===== config.mk =====
export PLATFORM = sky130hd
export DESIGN_NAME = runway_wind_decoder
export DESIGN_NICKNAME = d
export VERILOG_FILES = /design/src/rtl/runway_wind_decoder.sv
export SDC_FILE = /design/constraint.sdc
export NUM_CORES = 1
export LEC_CHECK = 0
export ABC_AREA = 1
export CAP_MARGIN = 20
export CORE_AREA = 2 2 53 55
export DETAILED_ROUTE_END_ITERATION = 7
export DIE_AREA = 0 0 55 57
export GPL_ROUTABILITY_DRIVEN = 0
export PLACE_DENSITY = 0.55
export REMOVE_ABC_BUFFERS = 1
export SLEW_MARGIN = 0
export SYNTH_ARGS = -nofsm -noshare
export SYNTH_HDL_FRONTEND = slang
export SYNTH_SLANG_ARGS = --single-unit

===== constraint.sdc =====
create_clock -name clk -period 1.75 [get_ports clk]
set_clock_uncertainty 0.05 [all_clocks]
set_input_delay 0.35 -clock clk [delete_from_list [all_inputs] [get_ports clk]]
set_output_delay 0.35 -clock clk [all_outputs]
set_load 0.05 [all_outputs]

===== src/rtl/runway_wind_decoder.sv =====
// runway_wind_decoder: recovers confirmed wind direction from the runway lamp pattern sequence.
// Define WIND_ERR_COUNT_EN to add the saturating err_count output (width ERR_W).
module runway_wind_decoder #(
    parameter int CONFIRM_CYCLES = 2
`ifdef WIND_ERR_COUNT_EN
    , parameter int ERR_W = 4
`endif
) (
    input  logic             clk,
    input  logic             reset,
    input  logic [2:0]       lights,
    output logic [1:0]       wind,
    output logic             wind_valid,
    output logic             err,
    output logic             locked
`ifdef WIND_ERR_COUNT_EN
    , output logic [ERR_W-1:0] err_count
`endif
);
    typedef enum logic {ACQUIRE, TRACK} state_t;
    localparam logic [2:0] CC = 3'(CONFIRM_CYCLES);
    state_t state;
    logic [2:0] l1, l2, prev, cnt, nxt_cnt, dec;
    logic [1:0] cand;
    logic legal_l2, bad;
    // Returns {legal_pair, wind} for a prev -> cur lamp transition.
    function automatic logic [2:0] decode(input logic [2:0] p, input logic [2:0] c);
        case ({p, c})
            6'b101_010, 6'b010_101, 6'b001_101, 6'b100_101: decode = 3'b100;
            6'b101_001, 6'b010_100, 6'b001_010, 6'b100_001: decode = 3'b101;
            6'b101_100, 6'b010_001, 6'b001_100, 6'b100_010: decode = 3'b110;
            default:                                        decode = 3'b000;
        endcase
    endfunction
    always_comb begin
        legal_l2 = (l2 == 3'b101) || (l2 == 3'b010) || (l2 == 3'b001) || (l2 == 3'b100);
        dec = decode(prev, l2);
        nxt_cnt = (dec[1:0] == cand) ? ((cnt >= CC) ? CC : cnt + 3'd1) : 3'd1;
        bad = (state == TRACK) && !(legal_l2 && dec[2]);
    end
    always_ff @(posedge clk) begin
        if (reset) begin
            state <= ACQUIRE;
            l1 <= '0;
            l2 <= '0;
            prev <= '0;
            cand <= '0;
            cnt <= '0;
            wind <= '0;
            wind_valid <= 1'b0;
            err <= 1'b0;
            locked <= 1'b0;
        end else begin
            l1 <= lights;
            l2 <= l1;
            err <= bad;
            case (state)
                ACQUIRE: if (legal_l2) begin
                    prev <= l2;
                    state <= TRACK;
                    locked <= 1'b1;
                end
                TRACK: if (!legal_l2) begin
                    wind_valid <= 1'b0;
                    cnt <= '0;
                    state <= ACQUIRE;
                    locked <= 1'b0;
                end else if (dec[2]) begin
                    prev <= l2;
                    cand <= dec[1:0];
                    cnt <= nxt_cnt;
                    if (nxt_cnt == CC) begin
                        wind <= dec[1:0];
                        wind_valid <= 1'b1;
                    end
                end else begin
                    wind_valid <= 1'b0;
                    cnt <= '0;
                    prev <= l2;
                end
                default: state <= ACQUIRE;
            endcase
        end
    end
`ifdef WIND_ERR_COUNT_EN
    always_ff @(posedge clk) begin
        if (reset) err_count <= '0;
        else if (bad && err_count != '1) err_count <= err_count + 1'b1;
    end
`endif
endmodule


==> out/results.ini, run 1 <==
[worst_setup_path]
cpPeakStageDelay_ns=0.38
critPathLaunchType=flop
crit_path_top_delay_cell=dfxtp_1
cp_cell_sequence=inv_1, ha_1, nor3_1, o21ai_0, nand4_1, clkinv_1, a21oi_1, nor2_1
critPathMaxFanout=3
worstSetupPathType=reg -> reg
crit_arrival_ns=1.77
required_ns=1.91
cp-end-kind=flop
path_buf_inv=2
path_delay_family=simple AND/OR/NAND/NOR gates

[clock_tree]
clkSinkCount=20
post_cts_buffers=0
insertion_delay_ns=0.29
cts_resized=0
cts_tree=built
cts_hold_buf=0
clock_path_buffers=2
cts-root-buf=clkbuf_4
cts-buffers-inserted=3
cts_max_level=1
clk_pin_slew_ns=0.12

[pwr]
ir_worst_vdd_mv=0.4730
p_leak_nw=0.5313
p_comb_share_pct=9.0
p_switching_uw=211.7
pwr-share-clk_pct=39.7
finalPower_uw=944.6
p_int_uw=732.9
switching_share_pct=22.41
seq_power_share_pct=51.3
power.density_nw_per_um2=817.1

[timing]
setup-tns-final_ns=0
worst_hold_slack_ns=0.3553
slew_headroom_pct=73.36
rsz0062_at_grt=no
hold_viol=0
slew_violations=0
setup_ws_ns=0.1337
tightest_slew_ns=0.3954
timing.fmax_ghz=0.6187
period_needed_ns=1.616
post-route-period-util_pct=92.36
setup_viol_count_final=0

[cells_and_area]
finalNetCount=162
antenna_cells=0
drive_above_1_share_pct=18.83
multiInputGateArea_sq_um=470.5
final_util_pct=44.21
fin_area_sq_um=1156
regArea_sq_um=404.1
final_cells=185
n_fill_cell=265
syn_to_final_growth_pct=18.77

[route]
dr.pass1.iters=4
viasPerCell=4.676
vias=865
wl_mm=1.803
wire_per_inst_um=9.746
ant_nets=0
drc=0
drt_iter0_drc=31

[floorplan]
core-area_sq_um=2615
rows=19
die_w_um=55
boundaryPins=10
die_h_um=57
die_area_sq_um=3135
initial_utilization_pct=37.22

[yosys]
synthCells=141
netlist_area_sq_um=973.4
avgSynthCellArea_sq_um=6.904
synth_seq_cells=20
synth.distinct_cells=23
synth_warnings=0
ys_seq_area_share_pct=41.13

[global_route]
track_usage_pct=13.21
grt_max_degree=13
grt_pass1_wl_mm=3.160
gr-total-overflow=0
grt_pass1_vias=772
grt_antenna_before_repair=0

[job]
drv.max_cap_violation_count=0

[min_path]
hp-class=reg -> reg

[status]
outcome=complete, no violations

[placement]
placed_cell_area_sq_um=1097
dp_slack_ns=0.1425
placed_cells=181
dp_hpwl_mm=1.423
port_buffers=9

flip-flops by register name, summed over array words and instances (netlist names):
signal      count
locked          1
state           1
wind            2
err             1
prev            3
wind_valid      1
l1              3
cand            2
l2              3
cnt             3
cell usage in the layout (no fill, tap or decap), drive strengths merged, types with 2 or more instances in the layout:
cell	count
nand2	31
nor2	25
inv	24
dfxtp	20
a21oi	11
nand3	10
buf	7
clkdlybuf4s50	4
nor3	3
o21ai	3
nand4	3
clkbuf	3
clkinv	2
ha	2
synthesized netlist by cell type:
| cell type | number | area share [%] |
|---|---|---|
| nand3b_1 | 1 | 0.77 |
| nand3_1 | 8 | 4.1 |
| o21bai_1 | 1 | 0.77 |
| o211ai_1 | 1 | 0.77 |
| nor2_4 | 1 | 1.2 |
| clkinv_1 | 2 | 0.77 |
| and2_1 | 1 | 0.64 |
| inv_2 | 3 | 1.2 |
| nand2_1 | 26 | 10 |
| ha_1 | 2 | 2.6 |
| nand3_2 | 2 | 2.1 |
| a21boi_1 | 1 | 0.77 |
| nor2_2 | 3 | 1.9 |
| a21oi_1 | 11 | 5.7 |
| nand2_4 | 1 | 1.2 |
| nor2_1 | 21 | 8.1 |
| nand2_2 | 4 | 2.6 |
| nand4_1 | 3 | 1.9 |
| o21ai_0 | 3 | 1.5 |
| dfxtp_1 | 20 | 41 |
| clkbuf_1 | 2 | 0.77 |
| nor3_1 | 3 | 1.5 |
| inv_1 | 21 | 8.1 |
final cells by class:
class	count	share of cell area (%)
repair buffers	11	8.009
multi-input cells	93	40.69
clock buffers	3	1.948
inverters	26	8.442
clock inverters	1	2.597
flip-flops and latches	20	34.96
well taps	31	3.355
kinds of logic (layout without fill, tap and decap cells):
| logic type | count (synthesis) | in the layout | share of synthesized area, % |
|---|---|---|---|
| compound gates | 17 | 17 | 9.512 |
| fa+ha+maj | 2 | 2 | 2.570 |
| buf+inv | 28 | 41 | 10.80 |
| flops | 20 | 20 | 41.13 |
| simple gates | 74 | 74 | 35.99 |
worst min-delay path, delay by kind of cell, from the launching register on:
family / cells / cell delay, ns
DFF: 1 / 0.32
and+or+nand+nor: 1 / 0.03
buffers and inverters: 1 / 0.04
power by group through the flow:
| stage | clock [mW] | combinational (mW) | sequential, mW |
|---|---|---|---|
| 2_1_floorplan | 0 | 0.0435 | 0.502 |
| 3_3_place_gp | 0 | 0.0837 | 0.494 |
| 3_5_place_dp | 0 | 0.0842 | 0.494 |
| 4_1_cts | 0.382 | 0.0846 | 0.484 |
| 5_1_grt | 0.403 | 0.0951 | 0.487 |
| 6_report | 0.375 | 0.0846 | 0.485 |
layer usage:
metal	track usage [%]	part of all wire [%]	vias up
li1	-	-	459
met1	18.21	52	386
met2	20.24	43	18
met3	1.571	3.4	2
met4	6.272	1.2	0
met5	0	0	-
worst paths after layout:
| check | cells after the start | from | slack [ns] | endpoint |
|---|---|---|---|---|
| max | 8 | cnt[0] | 0.13 | wind_valid |
| min | 2 | l1[1] | 0.36 | l2[1] |
| max reg2reg | 8 | cnt[0] | 0.13 | wind_valid |
| min reg2reg | 2 | l1[1] | 0.36 | l2[1] |
Note: power is estimated with default switching activity, not from simulation.
==> run 2, diff against run 1 <==
- CAP_MARGIN: 20 -> unset
==> results of run 2 <==
The final DEF is identical to that of run 1; final timing and power are the same.
==> run 3, diff against run 2 <==
- CELL_PAD_IN_SITES_DETAIL_PLACEMENT: unset -> 0
- CELL_PAD_IN_SITES_GLOBAL_PLACEMENT: unset -> 1
- PLACE_DENSITY: 0.55 -> 0.73
==> run 3 against run 2 <==
Against the previous run:
- clock power is essentially flat
- non-clock buffer count grew 1
- final area grew 1.5%
- sequential power is essentially flat
- worst hold slack lost 0.00060 ns
- global-route usage grew 0.26 points
- flip-flop and latch count is the same
- first-iteration DRC count shrank 55%
- maximum frequency grew 3.5%
- combinational power grew 3.4%
- critical path type unchanged
- largest cell class unchanged
- largest power group unchanged
==> out/results.ini, run 3 (same netlist as run 1, synthesis figures left out) <==
[status]
outcome=complete, no violations

[clock_tree]
post_cts_buffers=0
clk_pin_slew_ns=0.11
cts_tree=built
cts_hold_buf=0
cts-root-buf=clkbuf_4
insertion_delay_ns=0.30
cts_max_level=1
clock_path_buffers=2
cts-buffers-inserted=3
cts_resized=0
clkSinkCount=20

[worst_setup_path]
timing.rr.end=wind[1]
required_ns=1.90
r2r_setup_slack_ns=0.19
crit_arrival_ns=1.72
cp.depth=11
crit_path_top_delay_cell=dfxtp_1
r2r-start=l2[1]
path_buf_inv=1
crit_path_frequent_cell=nand2_1
cpPeakStageDelay_ns=0.45
path_delay_family=simple AND/OR/NAND/NOR gates
worstSetupPathType=reg -> reg
critPathLaunchType=flop
r2r_cells=11
cp_cell_sequence=nand2_1, inv_1, nand3_1, nand3_2, nand2_1, nand2_1, nand3_2, nor2_4, nand3b_1, nand2_1, nor2_1
endpoint=wind[1]
cp-end-kind=flop
startpoint=l2[1]
critPathMaxFanout=6

[floorplan]
initial_utilization_pct=37.22
die_w_um=55
rows=19
die_h_um=57
core-area_sq_um=2615
boundaryPins=10
die_area_sq_um=3135

[cells_and_area]
most-common-layout-cells=nand2_1, inv_1, nor2_1
final_common_cell=nand2_1
syn_to_final_growth_pct=20.57
finalNetCount=163
antenna_cells=0
final_util_pct=44.88
drive_above_1_share_pct=21.29

[global_route]
track_usage_pct=13.47
use_met1_pct=17.42
busiest_layer=met2
met3_usage_pct=2.356
use_met2_pct=21.94
grt_pass1_wl_mm=3.091
grt_antenna_before_repair=0
gr-total-overflow=0
grt_pass1_vias=783
grt_max_degree=13

[min_path]
hold_start=l1[0]
hp-class=reg -> reg

[pwr]
p_leak_nw=0.5377
finalPower_uw=943.3
ir_worst_vdd_mv=0.5056
power.density_nw_per_um2=803.7

[timing]
hold_viol=0
setup_ws_ns=0.1877
period_needed_ns=1.562
rsz0062_at_grt=no
timing.fmax_ghz=0.6401
post-route-period-util_pct=89.28
slew_headroom_pct=80.34
setup-tns-final_ns=0
slew_violations=0
tightest_slew_ns=0.2938
setup_viol_count_final=0

[route]
viasPerCell=4.634
wl_mm=1.836
wire_per_inst_um=9.871
dr.pass1.iters=4
drc=0
vias=862
ant_nets=0
drt_iter0_drc=14

[job]
drv.max_cap_violation_count=0

[placement]
dp_slack_ns=0.1519
dp_hpwl_mm=1.464
port_buffers=9

run 3: routing by layer:
metal	part of all wire [%]	vias up
met5	0	-
met4	2.0	0
met3	2.5	4
met2	45	13
met1	50	380
li1	-	465
run 3: worst min-delay path by stage:
stage               endpoint  slack (ns)  depth (start not counted)
floorplan              l2[0]        0.34                          2
global route           l2[0]        0.38                          2
finish                 l2[0]        0.35                          2
detailed placement     l2[1]        0.35                          2
CTS                    l2[1]        0.36                          2
global placement       l2[1]        0.35                          2
run 3: layout make-up:
type | instances | area [sq um]
tap | 31 | 38.79
multi-input combinational | 93 | 480.5
fill | 276 | 1441
clock inverter | 1 | 30.03
clock buffer | 3 | 22.52
timing repair buffer | 12 | 100.1
inverter | 26 | 97.59
sequential | 20 | 404.1
run 3: stage by stage:
| step | hold slack [ns] | cells | instance area (sq um) |
|---|---|---|---|
| after floorplan | 0.3383 | 139 | 965.9 |
| after global routing | 0.3786 | 186 | 1174 |
| after global placement | 0.3462 | 182 | 1105 |
| final | 0.3547 | 186 | 1174 |
| after detailed placement | 0.3455 | 182 | 1105 |
| after CTS | 0.3626 | 186 | 1157 |
run 3: tightest hold or removal path: stages, from the launching register on:
cell	delay [ns]
dfxtp_1	0.31
inv_1	0.04
nor2_1	0.03
run 3: where the power goes:
group	total, mW	switching [mW]	internal, mW
Clock	0.372	0.140	0.232
Sequential	0.484	0.0135	0.470
Combinational	0.0875	0.0543	0.0331
Total	0.943	0.208	0.735
